File: src/rtl/jtdsp16_pkg.sv
// Shared definitions for the JTDSP16 instruction cache used by do/redo loops:
// FSM state encoding, cache depth and N/K field widths.
package jtdsp16_pkg;

  localparam int CACHE_DEPTH = 15;
  localparam int N_W         = 4;
  localparam int K_W         = 7;
  localparam int DATA_W      = 16;

  typedef enum logic [1:0] {
    IDLE   = 2'd0,
    LOAD   = 2'd1,
    REPLAY = 2'd2
  } cache_state_t;

  // An iteration count of zero behaves as a single pass.
  function automatic logic [K_W-1:0] k_eff(input logic [K_W-1:0] k);
    return (k == '0) ? K_W'(1) : k;
  endfunction

endpackage

File: src/rtl/jtdsp16_cache_mem.sv
// 15x16 loop-body storage: synchronous write, asynchronous read.
// Contents are never cleared, so a finished loop body stays available.
module jtdsp16_cache_mem
  import jtdsp16_pkg::*;
(
  input  logic              clk,
  input  logic              i_we,
  input  logic [N_W-1:0]    i_waddr,
  input  logic [DATA_W-1:0] i_wdata,
  input  logic [N_W-1:0]    i_raddr,
  output logic [DATA_W-1:0] o_rdata
);

  logic [DATA_W-1:0] r_mem [CACHE_DEPTH];

  always_ff @(posedge clk) begin
    if (i_we && (i_waddr < N_W'(CACHE_DEPTH)))
      r_mem[i_waddr] <= i_wdata;
  end

  // Address 15 is unreachable; return zero rather than reading past the array.
  assign o_rdata = (i_raddr < N_W'(CACHE_DEPTH)) ? r_mem[i_raddr] : '0;

endmodule

File: src/rtl/jtdsp16_cache_ctrl.sv
// DSP16 do/redo loop cache controller: captures N words on the first pass and
// replays them K-1 times with the PC frozen. Define JTDSP16_CACHE_REDO_EN for redo.
module jtdsp16_cache_ctrl
  import jtdsp16_pkg::*;
(
  input  logic              clk,
  input  logic              rst,
  input  logic              cen,
  input  logic              inst_ok,
  input  logic              do_en,
  input  logic              redo_en,
  input  logic [N_W-1:0]    n_field,
  input  logic [K_W-1:0]    k_field,
  input  logic [DATA_W-1:0] rom_dout,
  output logic [DATA_W-1:0] cache_dout,
  output logic              up_cache,
  output logic              pc_halt,
  output logic              irq_mask,
  output logic              busy,
  output logic              bad_do
);

  cache_state_t   r_state, w_state_next;
  logic [N_W-1:0] r_n, w_n_next;
  logic [N_W-1:0] r_wr_ptr, w_wr_ptr_next;
  logic [N_W-1:0] r_rd_ptr, w_rd_ptr_next;
  logic [K_W-1:0] r_k, w_k_next;
  logic [K_W-1:0] r_iter, w_iter_next;
  logic           r_bad_do, w_bad_do_next;
  logic           w_load_wr;
  logic           w_we;
  logic           w_redo_go;

`ifdef JTDSP16_CACHE_REDO_EN
  logic r_valid, w_valid_next;
  assign w_redo_go = redo_en & r_valid;
`else
  logic w_unused_redo;
  assign w_unused_redo = redo_en;
  assign w_redo_go     = 1'b0;
`endif

  always_comb begin
    w_state_next  = r_state;
    w_n_next      = r_n;
    w_k_next      = r_k;
    w_wr_ptr_next = r_wr_ptr;
    w_rd_ptr_next = r_rd_ptr;
    w_iter_next   = r_iter;
    w_bad_do_next = r_bad_do;
    w_load_wr     = 1'b0;
`ifdef JTDSP16_CACHE_REDO_EN
    w_valid_next  = r_valid;
`endif
    case (r_state)
      IDLE: begin
        if (do_en) begin
          if (n_field != '0) begin
            w_n_next      = n_field;
            w_k_next      = k_eff(k_field);
            w_wr_ptr_next = '0;
            w_state_next  = LOAD;
          end else begin
            w_bad_do_next = 1'b1;
          end
        end else if (w_redo_go) begin
          w_iter_next   = k_eff(k_field);
          w_rd_ptr_next = '0;
          w_state_next  = REPLAY;
        end
      end
      LOAD: begin
        if (inst_ok) begin
          w_load_wr     = 1'b1;
          w_wr_ptr_next = r_wr_ptr + N_W'(1);
          if (r_wr_ptr == r_n - N_W'(1)) begin
`ifdef JTDSP16_CACHE_REDO_EN
            w_valid_next = 1'b1;
`endif
            if (r_k <= K_W'(1)) begin
              w_state_next = IDLE;
            end else begin
              w_iter_next   = r_k - K_W'(1);
              w_rd_ptr_next = '0;
              w_state_next  = REPLAY;
            end
          end
        end
      end
      REPLAY: begin
        if (inst_ok) begin
          if (r_rd_ptr == r_n - N_W'(1)) begin
            w_rd_ptr_next = '0;
            // Saturating decrement keeps iter from wrapping on the final pass.
            if (r_iter <= K_W'(1)) begin
              w_iter_next  = '0;
              w_state_next = IDLE;
            end else begin
              w_iter_next = r_iter - K_W'(1);
            end
          end else begin
            w_rd_ptr_next = r_rd_ptr + N_W'(1);
          end
        end
      end
      default: w_state_next = IDLE;
    endcase
  end

  always_ff @(posedge clk) begin
    if (rst) begin
      r_state  <= IDLE;
      r_n      <= '0;
      r_k      <= '0;
      r_wr_ptr <= '0;
      r_rd_ptr <= '0;
      r_iter   <= '0;
      r_bad_do <= 1'b0;
`ifdef JTDSP16_CACHE_REDO_EN
      r_valid  <= 1'b0;
`endif
    end else if (cen) begin
      r_state  <= w_state_next;
      r_n      <= w_n_next;
      r_k      <= w_k_next;
      r_wr_ptr <= w_wr_ptr_next;
      r_rd_ptr <= w_rd_ptr_next;
      r_iter   <= w_iter_next;
      r_bad_do <= w_bad_do_next;
`ifdef JTDSP16_CACHE_REDO_EN
      r_valid  <= w_valid_next;
`endif
    end
  end

  assign w_we = w_load_wr & cen & ~rst;

  jtdsp16_cache_mem u_mem (
    .clk     (clk),
    .i_we    (w_we),
    .i_waddr (r_wr_ptr),
    .i_wdata (rom_dout),
    .i_raddr (r_rd_ptr),
    .o_rdata (cache_dout)
  );

  assign up_cache = (r_state == REPLAY);
  assign pc_halt  = (r_state == REPLAY);
  assign busy     = (r_state != IDLE);
  assign irq_mask = (r_state != IDLE);
  assign bad_do   = r_bad_do;

endmodule
File: config.mk
export PLATFORM = sky130hd
export DESIGN_NAME = jtdsp16_cache_ctrl
export DESIGN_NICKNAME = d
export VERILOG_FILES = /design/src/rtl/jtdsp16_pkg.sv /design/src/rtl/jtdsp16_cache_mem.sv /design/src/rtl/jtdsp16_cache_ctrl.sv
export SDC_FILE = /design/constraint.sdc
export NUM_CORES = 1
export LEC_CHECK = 0
export CAP_MARGIN = 10
export CORE_ASPECT_RATIO = 0.6
export CORE_MARGIN = 10
export CORE_UTILIZATION = 41
export DETAILED_ROUTE_END_ITERATION = 12
export PLACE_DENSITY = 0.63
export SLEW_MARGIN = 20
export SYNTH_ARGS = -nofsm -noshare
export SYNTH_HDL_FRONTEND = slang
export SYNTH_SLANG_ARGS = --single-unit
File: constraint.sdc
create_clock -name clk -period 3.85 [get_ports clk]
set_input_delay 0.77 -clock clk [delete_from_list [all_inputs] [get_ports clk]]
set_output_delay 0.77 -clock clk [all_outputs]
set_load 0.01 [all_outputs]
=== Yosys cells after proc, flatten, opt, wreduce, memory -nomap -nowiden ===
Memories as Yosys holds them, arrays and structs flattened. A register that Yosys moved wholly into a read port is not among the register bits.
Cells that the tools add are included.

* Bits in read-only memories: 0
* Register bits: 29
* Logic and storage cells: 80
* Input port bits: 33
* Output and inout bits: 21
* Memory bits (writable): 240
* Memories: 1
* Latch bits: 0

* Reduce and logical (&&, ||, !) cells: 13
* $lt $le $gt $ge: 4
* Multiplexer cells: 34
* Add/sub/neg operators: 5
* Divide/modulo/power cells: 0
* Shifts and indexed selects: 0
* Equal/unequal tests: 12
* Bitwise operators: 4
* Multiply operators: 0

{| class="wikitable"
|+ Memory list
! memory !! words !! bits a word !! rd ports !! clocked after memory_dff !! write ports !! RTL line !! RTL
|-
| u_mem.r_mem || 15 || 16 || 1 || 1 || 1 || jtdsp16_cache_mem.sv:14 || <nowiki>logic [DATA_W-1:0] r_mem [CACHE_DEPTH];</nowiki>
|}

{| class="wikitable"
|+ Operators with widths
! operator !! number
|-
| $mux 7 || 7
|-
| $mux 4 || 10
|-
| $mux 16 || 1
|-
| $mux 2 || 8
|-
| $pmux 4 s2 || 2
|-
| $le 7x1->1 const B || 2
|-
| $pmux 7 s2 || 1
|-
| $sub 7x1->7 const B || 2
|-
| $ne 2x2->1 const B || 6
|-
| $add 4x1->4 const B || 2
|-
| $eq 4x4->1 || 2
|-
| $lt 4x4->1 const B || 2
|-
| $reduce_and 4->1 || 2
|-
| $reduce_and 8->1 || 1
|-
| $logic_not 7->1 || 1
|-
| $reduce_and 7->1 || 1
|-
| $pmux 2 s3 || 1
|-
| $reduce_and 6->1 || 1
|-
| $reduce_bool 2->1 || 3
|-
| $reduce_and 5->1 || 1
|-
| $mux 1 || 4
|-
| $ne 2x1->1 const B || 2
|-
| $reduce_bool 4->1 || 1
|-
| $sub 4x1->4 const B || 1
|-
| other kinds (6) || 8
|}

=== Longest topological paths before layout ===
Gate-level depths: netlist of the first run.

* Depth in word-level cells: 7
* Mapped depth: 8
* Mapped depth without buffers: 7

=== Modules after synthesis ===
From an unflattened synthesis of the first run, not the netlist that was laid out.

* Cells, all modules: 686
* Area, all modules: 11,190.7 sq um

{| class="wikitable"
|+ Modules (own cells, without submodules)
! module !! times used !! cells an instance !! sequential area each (sq um) !! area each (sq um)
|-
| jtdsp16_cache_mem || 1 || 475 || 7,206.9 || 9,369.0
|-
| jtdsp16_cache_ctrl || 1 || 211 || 580.6 || 1,821.7
|}

=== Worst setup path after synthesis of the first run ===
OpenSTA, ideal clock, no wires.

* Path type: in2reg
* Start point: input rst
* End point: memory u_mem.r_mem[2][0], enable pin
* Setup time: 0.409 ns
* Required time: 3.441 ns
* Path slack: 0.754 ns
* Stages: 4
* Buffers on the path: 1
* Arrival time: 2.687 ns
* Cells stage by stage: clkbuf_1 -> a311oi_1 -> nand2_1 -> nor3_1

* Longest elaborated chain between the ends: 5

{| class="wikitable"
|+ Ends and longest elaborated chain
! what !! RTL line !! RTL
|-
| start, declared || jtdsp16_cache_ctrl.sv:7 || <nowiki>input logic rst,</nowiki>
|-
| $not 1->1 || jtdsp16_cache_ctrl.sv:136 || <nowiki>assign w_we = w_load_wr & cen & ~rst;</nowiki>
|-
| $and 1x1->1 || jtdsp16_cache_ctrl.sv:136 ||
|-
| $logic_and 1x1->1 || jtdsp16_cache_mem.sv:17 || <nowiki>if (i_we && (i_waddr < N_W'(CACHE_DEPTH)))</nowiki>
|-
| $mux 1 || jtdsp16_cache_mem.sv:17 ||
|-
| $mux 1 (not written as such) || jtdsp16_cache_mem.sv:18 || <nowiki>r_mem[i_waddr] <= i_wdata;</nowiki>
|-
| end, declared || jtdsp16_cache_mem.sv:14 ||
|}

No other way between the ends.

==> impl_metrics.toml, run 1 <==
[timing]
fmax_mhz = 269
setup_viol = 0
period_minus_slack_ps = 3720
hold_slack_ps = 492
skew_ps = 18.6
relSlewSlack_pct = 45.5
timing.final.crit_share_pct = 96.7
tns_ps = 0
slew_viol_final = 0
hold_violations = 0
worst_pin_slew_ps = 816
rsz0062_at_grt = "no"

[power]
p_leak_nw = 4.16
p_per_area_nw_per_um2 = 435
vdd_drop_max_mv = 0.360

[layout]
drive_gt1_share_pct = 21.2
area_growth_pct = 17.7
layout.nets = 769
stdcell_count = 1102
final_cell_mix = "edfxtp_1 (240), mux4_2 (64), clkdlybuf4s50_1 (51)"
mostFrequentLayoutCell = "edfxtp_1"
antenna_cells = 0

[global_routing]
antenna_found_initial = 0
gr-total-overflow = 0
grt_pass1_wl_mm = 38.2
grt_max_degree = 81
track_usage_pct = 14.5
grt_pass1_vias = 6262

[synth]
synth_nets = 694
synth_cell_types = 64
yosysTopAreaCell = "edfxtp_1"
syn_area_um2 = 11300
synth_top_cells_by_area = "edfxtp_1 (64%), mux4_2 (13%), dfxtp_1 (5.9%), mux2i_1 (1.6%), nand2_1 (1.5%)"
synth_warnings = 0
synth_top_cell_area_share_pct = 63.8
syn_inst = 651
ys_ff_latch = 273
synth_ff_type = "edfxtp_1"
async_flop_share_pct = 0
seq_area_frac_synth_pct = 69.7
avgSynthCellArea_um2 = 17.3
synth_edf_count = 240

[worst_setup_path]
required_ps = 3080
reg2regPathDepth = 6
end_kind = "primary output"
start_kind = "register"
worstPathMaxFanout = 20
arrival_ps = 2950
crit_type = "reg2out"

[cts]
clkSinkCount = 273
cts_buffers = 25
ctsLongestPathBuffers = 3
cts_tree = "done"
h-tree-depth = 1
clock_latency_ps = 520
hold_buffers = 0
path_clk_slew_ps = 60
cts_root_buf = "clkbuf_16"

[floorplan]
initial_core_util_pct = 42.2
num_rows = 46
coreArea_um2 = 26800
die_x_um = 234
dieHeight_um = 149
io_pins = 54
dieArea_um2 = 34800

[run_status]
outcome = "complete, no violations"

[place]
dp_hpwl_mm = 15.6
dp.cells = 1052
gp_congestion = 0.820
portBuffers = 52

[drt]
wl_per_cell_um = 22.8
vias = 6164
drt_iter0_markers = 650
vias_per_cell = 5.59
drt_wl_total_mm = 25.1
dr.pass1.iters = 4
drc_errors = 0
ant_nets = 0

[flow_run]
drv_cap = 0

[min_path]
hold_depth = 2
hold_class = "reg2reg"
-- timing repair --
item | CTS | global route
endpoints found under the setup margin | 1 | 12
buffers inserted | 0 | 7
gates resized for setup | 1 | 2
endpoints found under the hold margin | 0 | 0
-- state kept, by name (all words and copies together), names as in the netlist, named ones only --
| name | flops |
|---|---|
| r_k | 7 |
| r_iter | 7 |
| r_state | 2 |
| r_n | 4 |
| r_wr_ptr | 4 |
| u_mem.r_mem | 240 |
| bad_do | 1 |
| r_rd_ptr | 4 |
-- synthesized netlist by cell type (2+ instances only) --
master,n
a211o_1,2
a211oi_1,2
a21o_2,2
a21oi_1,15
a221o_1,2
a22oi_1,4
a31oi_1,2
a32o_1,2
and3_1,4
and4_2,3
buf_1,2
buf_2,8
buf_4,2
clkbuf_1,21
dfxtp_1,33
edfxtp_1,240
ha_1,10
inv_1,11
mux2i_1,18
mux4_2,64
nand2_1,44
nand2b_1,3
nand3_1,7
nor2_1,26
nor2b_1,22
nor3_1,14
nor4_1,6
o21ai_0,23
o21bai_1,2
o31ai_1,2
o32ai_1,4
o41ai_1,2
xnor2_1,11
xor2_1,8
-- power breakdown --
group	switching, mW	internal [mW]	leakage [nW]	total (mW)
registers	0.0175	3.23	2.43	3.24
clock network	1.00	1.30	0.365	2.31
logic	0.138	0.0963	1.37	0.234
total	1.16	4.62	4.16	5.78
-- through the flow --
step	power (mW)	cell area (µm²)	setup WS, ps	utilization, %
floorplan	3.43	11300	754	-
global placement	3.53	12500	586	46.6
detailed placement	3.54	12500	575	46.6
CTS	5.84	13200	11.0	49.4
global route	5.99	13300	20.4	49.6
finish	5.78	13300	128	49.6
-- worst max-delay path: stages, from the launching register on --
cell	delay, ps
dfxtp_4	480
buf_12	240
mux4_2	550
mux4_2	470
nor2b_1	180
clkdlybuf4s50_1	500
-- layer usage --
metal,wire length [µm],vias up,global-route usage (%),share of wire [%]
met5,0,-,0,0
met4,291,0,2.57,1.2
met3,1380,25,2.55,5.5
met2,11700,192,22.3,47
met1,11700,3204,21.2,47
li1,-,2743,-,-
-- kinds of logic after synthesis --
logic type                 share of synthesized area, %
xor gates and xnor gates                           1.67
and+or+nand+nor                                    6.22
adders and majority gates                          1.11
muxes                                              14.4
DFF                                                69.7
buffers and inverters                              1.75
AOI/OAI and AO/OA                                  5.20
-- layout make-up --
| cell class | count | area (µm²) |
|---|---|---|
| clock buffer | 36 | 687 |
| clock inverter | 7 | 61.3 |
| fill | 2177 | 13500 |
| inverter | 12 | 45.0 |
| multi-input combinational | 332 | 3270 |
| sequential | 273 | 7870 |
| tap | 360 | 450 |
| timing repair buffer | 82 | 897 |
-- worst paths after layout --
check,startpoint,slack (ps),to
hold reg to reg,bad_do,490,bad_do
hold / removal,bad_do,490,bad_do
setup / recovery,register,130,cache_dout[6]
setup reg to reg,r_state[0],1170,u_mem.r_mem[9][1]
No activity file was read; power rests on OpenSTA's default activity.
==> run 2: changes to the inputs <==
- PLACE_DENSITY: 0.63 -> 0.64
==> run 2 against run 1 <==
Net effect: fmax fell by 0.11%; via count rose by 2.4%; worst hold slack improved by 11 ps; setup slack got worse by 4.1 ps; largest cell class unchanged; die area did not move; first-iteration DRC count rose by 7.7%; critical endpoint is now cache_dout[13]; global-route usage rose by 0.43 points; critical path depth did not move; cell count rose by 0.64%; combinational power barely moved; sequential power barely moved.
==> impl_metrics.toml, run 2 (same netlist as run 1, synthesis figures left out) <==
[worst_setup_path]
r2r_setup_slack_ps = 1040
path_cells = "buf_12 -> mux4_2 -> mux4_2 -> nor2b_1 -> clkdlybuf4s50_1"
max_stage_delay_ps = 570
reg2reg_to = "u_mem.r_mem[6][14]"
start_kind = "register"
arrival_ps = 2960
crit_type = "reg2out"
reg2regPathDepth = 6
timing.rr.start = "r_state[0]"
worstPathMaxFanout = 27
slowest_stage = "mux4_2"
end_kind = "primary output"
crit_top_cell = "mux4_2"
required_ps = 3080

[min_path]
hold_depth = 2
min-delay-start = "r_iter[4]"
hold_class = "reg2reg"
hold_path_end = "r_iter[4]"

[cts]
clkSinkCount = 273
h-tree-depth = 1
cts_resized = 0
cts_tree = "done"
cts_root_buf = "clkbuf_16"
clock_latency_ps = 520
ctsLongestPathBuffers = 3
cts_buffers = 25
path_clk_slew_ps = 70

[global_routing]
antenna_found_initial = 0
grt_max_degree = 52
gr-total-overflow = 0
track_usage_pct = 14.9
grt_pass1_vias = 6469
grt_pass1_wl_mm = 39.2

[layout]
drive_gt1_share_pct = 22.0
largest-register = "u_mem.r_mem"
reg.largest.list = "u_mem.r_mem x240, r_iter x7, r_k x7"
final_area_um2 = 13200
layout.nets = 777
area_growth_pct = 17.2
largest_register_ffs = 240
stdcell_count = 1109
antenna_cells = 0
mostFrequentLayoutCell = "edfxtp_1"
final_cell_mix = "edfxtp_1 (240), mux4_2 (64), clkdlybuf4s50_1 (52)"

[place]
gp_congestion = 0.817
portBuffers = 52
dp_hpwl_mm = 16.4
place_area_um2 = 12400
dp.cells = 1064

[floorplan]
dieHeight_um = 149
io_pins = 54
initial_core_util_pct = 42.2
num_rows = 46
coreArea_um2 = 26800
dieArea_um2 = 34800
die_x_um = 234

[drt]
vias_per_cell = 5.69
wl_per_cell_um = 23.2
vias = 6310
drt_iter0_markers = 700
ant_nets = 0
dr.pass1.iters = 5
drt_wl_total_mm = 25.8
drc_errors = 0

[timing]
skew_ps = 10.2
timing.final.crit_share_pct = 96.8
setup_viol = 0
hold_slack_ps = 502
tns_ps = 0
hold_violations = 0
slew_viol_final = 0
relSlewSlack_pct = 33.8
fmax_mhz = 268
rsz0062_at_grt = "no"
period_minus_slack_ps = 3730
worst_pin_slew_ps = 993

[power]
p_leak_nw = 4.18
vdd_drop_max_mv = 0.363
p_per_area_nw_per_um2 = 440
total_power_mw = 5.82

[flow_run]
drv_cap = 0

[run_status]
outcome = "complete, no violations"
==> run 2: repair_timing <==
action	CTS	global route
setup endpoints to repair	8	0
setup buffers	3	0
hold buffers	0	0
==> run 2: worst max-delay path by stage <==
stage | startpoint | end | slack (ps) | depth (start not counted)
after floorplan | rst | u_mem.r_mem[2][0] | 750 | 4
after global placement | register | cache_dout[13] | 500 | 5
after detailed placement | register | cache_dout[13] | 490 | 5
after CTS | register | cache_dout[13] | 70 | 5
after global routing | register | cache_dout[13] | 20 | 5
final | register | cache_dout[13] | 120 | 5
==> run 2: cell type report <==
cell class                      instances  area (µm²)
Fill cell                            2160       13500
Sequential cell                       273        7870
Multi-Input combinational cell        332        3270
Timing Repair Buffer                   90         831
Clock buffer                           30         644
Tap cell                              360         450
Clock inverter                         12         113
Inverter                               12        45.0
==> run 2: worst max-delay path, delay by kind of cell (launching register included) <==
kind | cells | cell delay, ps
mux | 2 | 1050
simple gates | 1 | 140
flops | 1 | 430
buf+inv | 2 | 790
==> run 2: power by group <==
group,switching [mW],internal [mW],total [mW]
combinational,0.139,0.0965,0.235
clock,1.02,1.32,2.34
sequential,0.0183,3.23,3.24
total,1.17,4.65,5.82
==> run 2: routing by layer <==
layer	up-vias	track usage, %	share of wire (%)
li1	2764	-	-
met1	3259	21.6	46
met2	253	22.7	46
met3	34	3.08	6.8
met4	0	3.08	1.6
met5	-	0	0
==> run 2: metrics by stage <==
stage	setup WS (ps)	utilization, %
after global routing	19.6	49.4
after CTS	67.5	49.4
after global placement	497	46.5
after floorplan	754	-
after detailed placement	493	46.5
final	124	49.4
==> run 3: changes to the inputs <==
- CELL_PAD_IN_SITES_DETAIL_PLACEMENT: unset -> 1
- CELL_PAD_IN_SITES_GLOBAL_PLACEMENT: unset -> 1
- GPL_ROUTABILITY_DRIVEN: unset -> 0
- PLACE_DENSITY: 0.64 -> 0.71
==> run 3 against run 2 <==
Net effect: first-iteration DRC count decreased by 16%; worst hold slack got worse by 8.3 ps; clock skew about the same; setup slack improved by 6.9 ps; critical path depth unchanged; critical path type unchanged; sequential power about the same; critical endpoint is now cache_dout[15]; fmax increased by 0.18%; non-clock buffer count decreased by 13; sequential cell count unchanged; largest power group unchanged; clock-buffer cell count increased by 4; combinational power increased by 2%.
==> impl_metrics.toml, run 3 (same netlist as run 1, synthesis figures left out) <==
[run_status]
outcome = "complete, no violations"

[cts]
cts_root_buf = "clkbuf_16"
path_clk_slew_ps = 70
cts_tree = "done"
cts_buffers = 25
h-tree-depth = 1
clock_latency_ps = 540
ctsLongestPathBuffers = 3
hold_buffers = 0
clkSinkCount = 273

[floorplan]
num_rows = 46
die_x_um = 234
dieArea_um2 = 34800
io_pins = 54
dieHeight_um = 149
coreArea_um2 = 26800
initial_core_util_pct = 42.2

[worst_setup_path]
worstPathMaxFanout = 40
crit_type = "reg2out"
start_kind = "register"
arrival_ps = 2950
end_kind = "primary output"
required_ps = 3080

[global_routing]
grt_pass1_wl_mm = 43.0
track_usage_pct = 16.4
grt_max_degree = 41
gr-total-overflow = 0
grt_pass1_vias = 6734
antenna_found_initial = 0

[layout]
antenna_cells = 0
drive_gt1_share_pct = 19.9
largest_register_ffs = 240
final_util_pct = 49.0
fill_cells = 2550
reg.largest.list = "u_mem.r_mem x240, r_iter x7, r_k x7"
mostFrequentLayoutCell = "edfxtp_1"
largest-register = "u_mem.r_mem"
area_growth_pct = 16.1
final_cell_mix = "edfxtp_1 (240), mux4_2 (64), clkdlybuf4s50_1 (52)"
layout.nets = 764

[drt]
drt_iter0_markers = 591
vias = 6293
vias_per_cell = 5.73
dr.pass1.iters = 5
drc_errors = 0
ant_nets = 0
drt_wl_total_mm = 28.2
wl_per_cell_um = 25.6

[power]
p_per_area_nw_per_um2 = 443
p_leak_nw = 4.10
vdd_drop_max_mv = 0.285

[timing]
hold_violations = 0
fmax_mhz = 269
period_minus_slack_ps = 3720
relSlewSlack_pct = 47.5
slew_viol_final = 0
tns_ps = 0
rsz0062_at_grt = "no"
worst_pin_slew_ps = 785
skew_ps = 10.2
timing.final.crit_share_pct = 96.6
setup_viol = 0

[place]
dp_hpwl_mm = 17.6
portBuffers = 52

[min_path]
hold_class = "reg2reg"

[flow_run]
drv_cap = 0
run 3: cell count changes in the layout (fill, tap and decap cells not counted), sizes merged:
cell,delta
buf,-13
clkbuf,+4
bufinv,-1
clkinv,+1
inv,-1
run 3: cell type report:
| class | instances | area [µm²] | area share (%) |
|---|---|---|---|
| flip-flops and latches | 273 | 7870 | 60.1 |
| repair buffers | 77 | 741 | 5.65 |
| well taps | 360 | 450 | 3.44 |
| clock buffers | 34 | 659 | 5.03 |
| multi-input cells | 332 | 3260 | 24.9 |
| clock inverters | 11 | 73.8 | 0.563 |
| inverters | 12 | 45.0 | 0.344 |
run 3: power breakdown:
part / internal [mW] / switching, mW / total (mW)
sequential: 3.23 / 0.0192 / 3.25
combinational: 0.0957 / 0.143 / 0.239
clock: 1.26 / 1.06 / 2.32
total: 4.59 / 1.22 / 5.80
run 3: final timing paths:
kind              start           endpoint  slack [ps]  cells past startpoint
max            register     cache_dout[15]         130                      5
min              bad_do             bad_do         490                      2
max reg2reg  r_state[0]  u_mem.r_mem[0][6]        1080                      6
min reg2reg      bad_do             bad_do         490                      2
run 3: worst max-delay path, stage by stage (launching register included):
cell,delay (ps)
dfxtp_4,380
buf_16,280
mux4_2,570
mux4_2,500
nor2b_1,160
clkdlybuf4s50_1,480
run 3: layer usage:
metal / global-route usage [%] / routed length (µm)
met2: 24.6 / 12800
met3: 3.25 / 1650
met5: 0 / 0
met1: 24.0 / 13300
met4: 3.66 / 450
run 3: through the flow:
step | area [µm²] | setup WS (ps) | power, mW | hold slack (ps) | std cells
5_1_grt | 13100 | 11.8 | 6.01 | 544 | 1099
3_5_place_dp | 12400 | 654 | 3.55 | 473 | 1054
3_3_place_gp | 12400 | 655 | 3.53 | 459 | 1054
6_report | 13100 | 131 | 5.80 | 494 | 1099
2_1_floorplan | 11300 | 754 | 3.43 | 447 | 651
4_1_cts | 13100 | 75.9 | 5.85 | 500 | 1099
run 3: timing repair:
action	4_1_cts	5_1_grt
endpoints found under the setup margin	0	1
buffers inserted	0	0
resized for setup	0	1
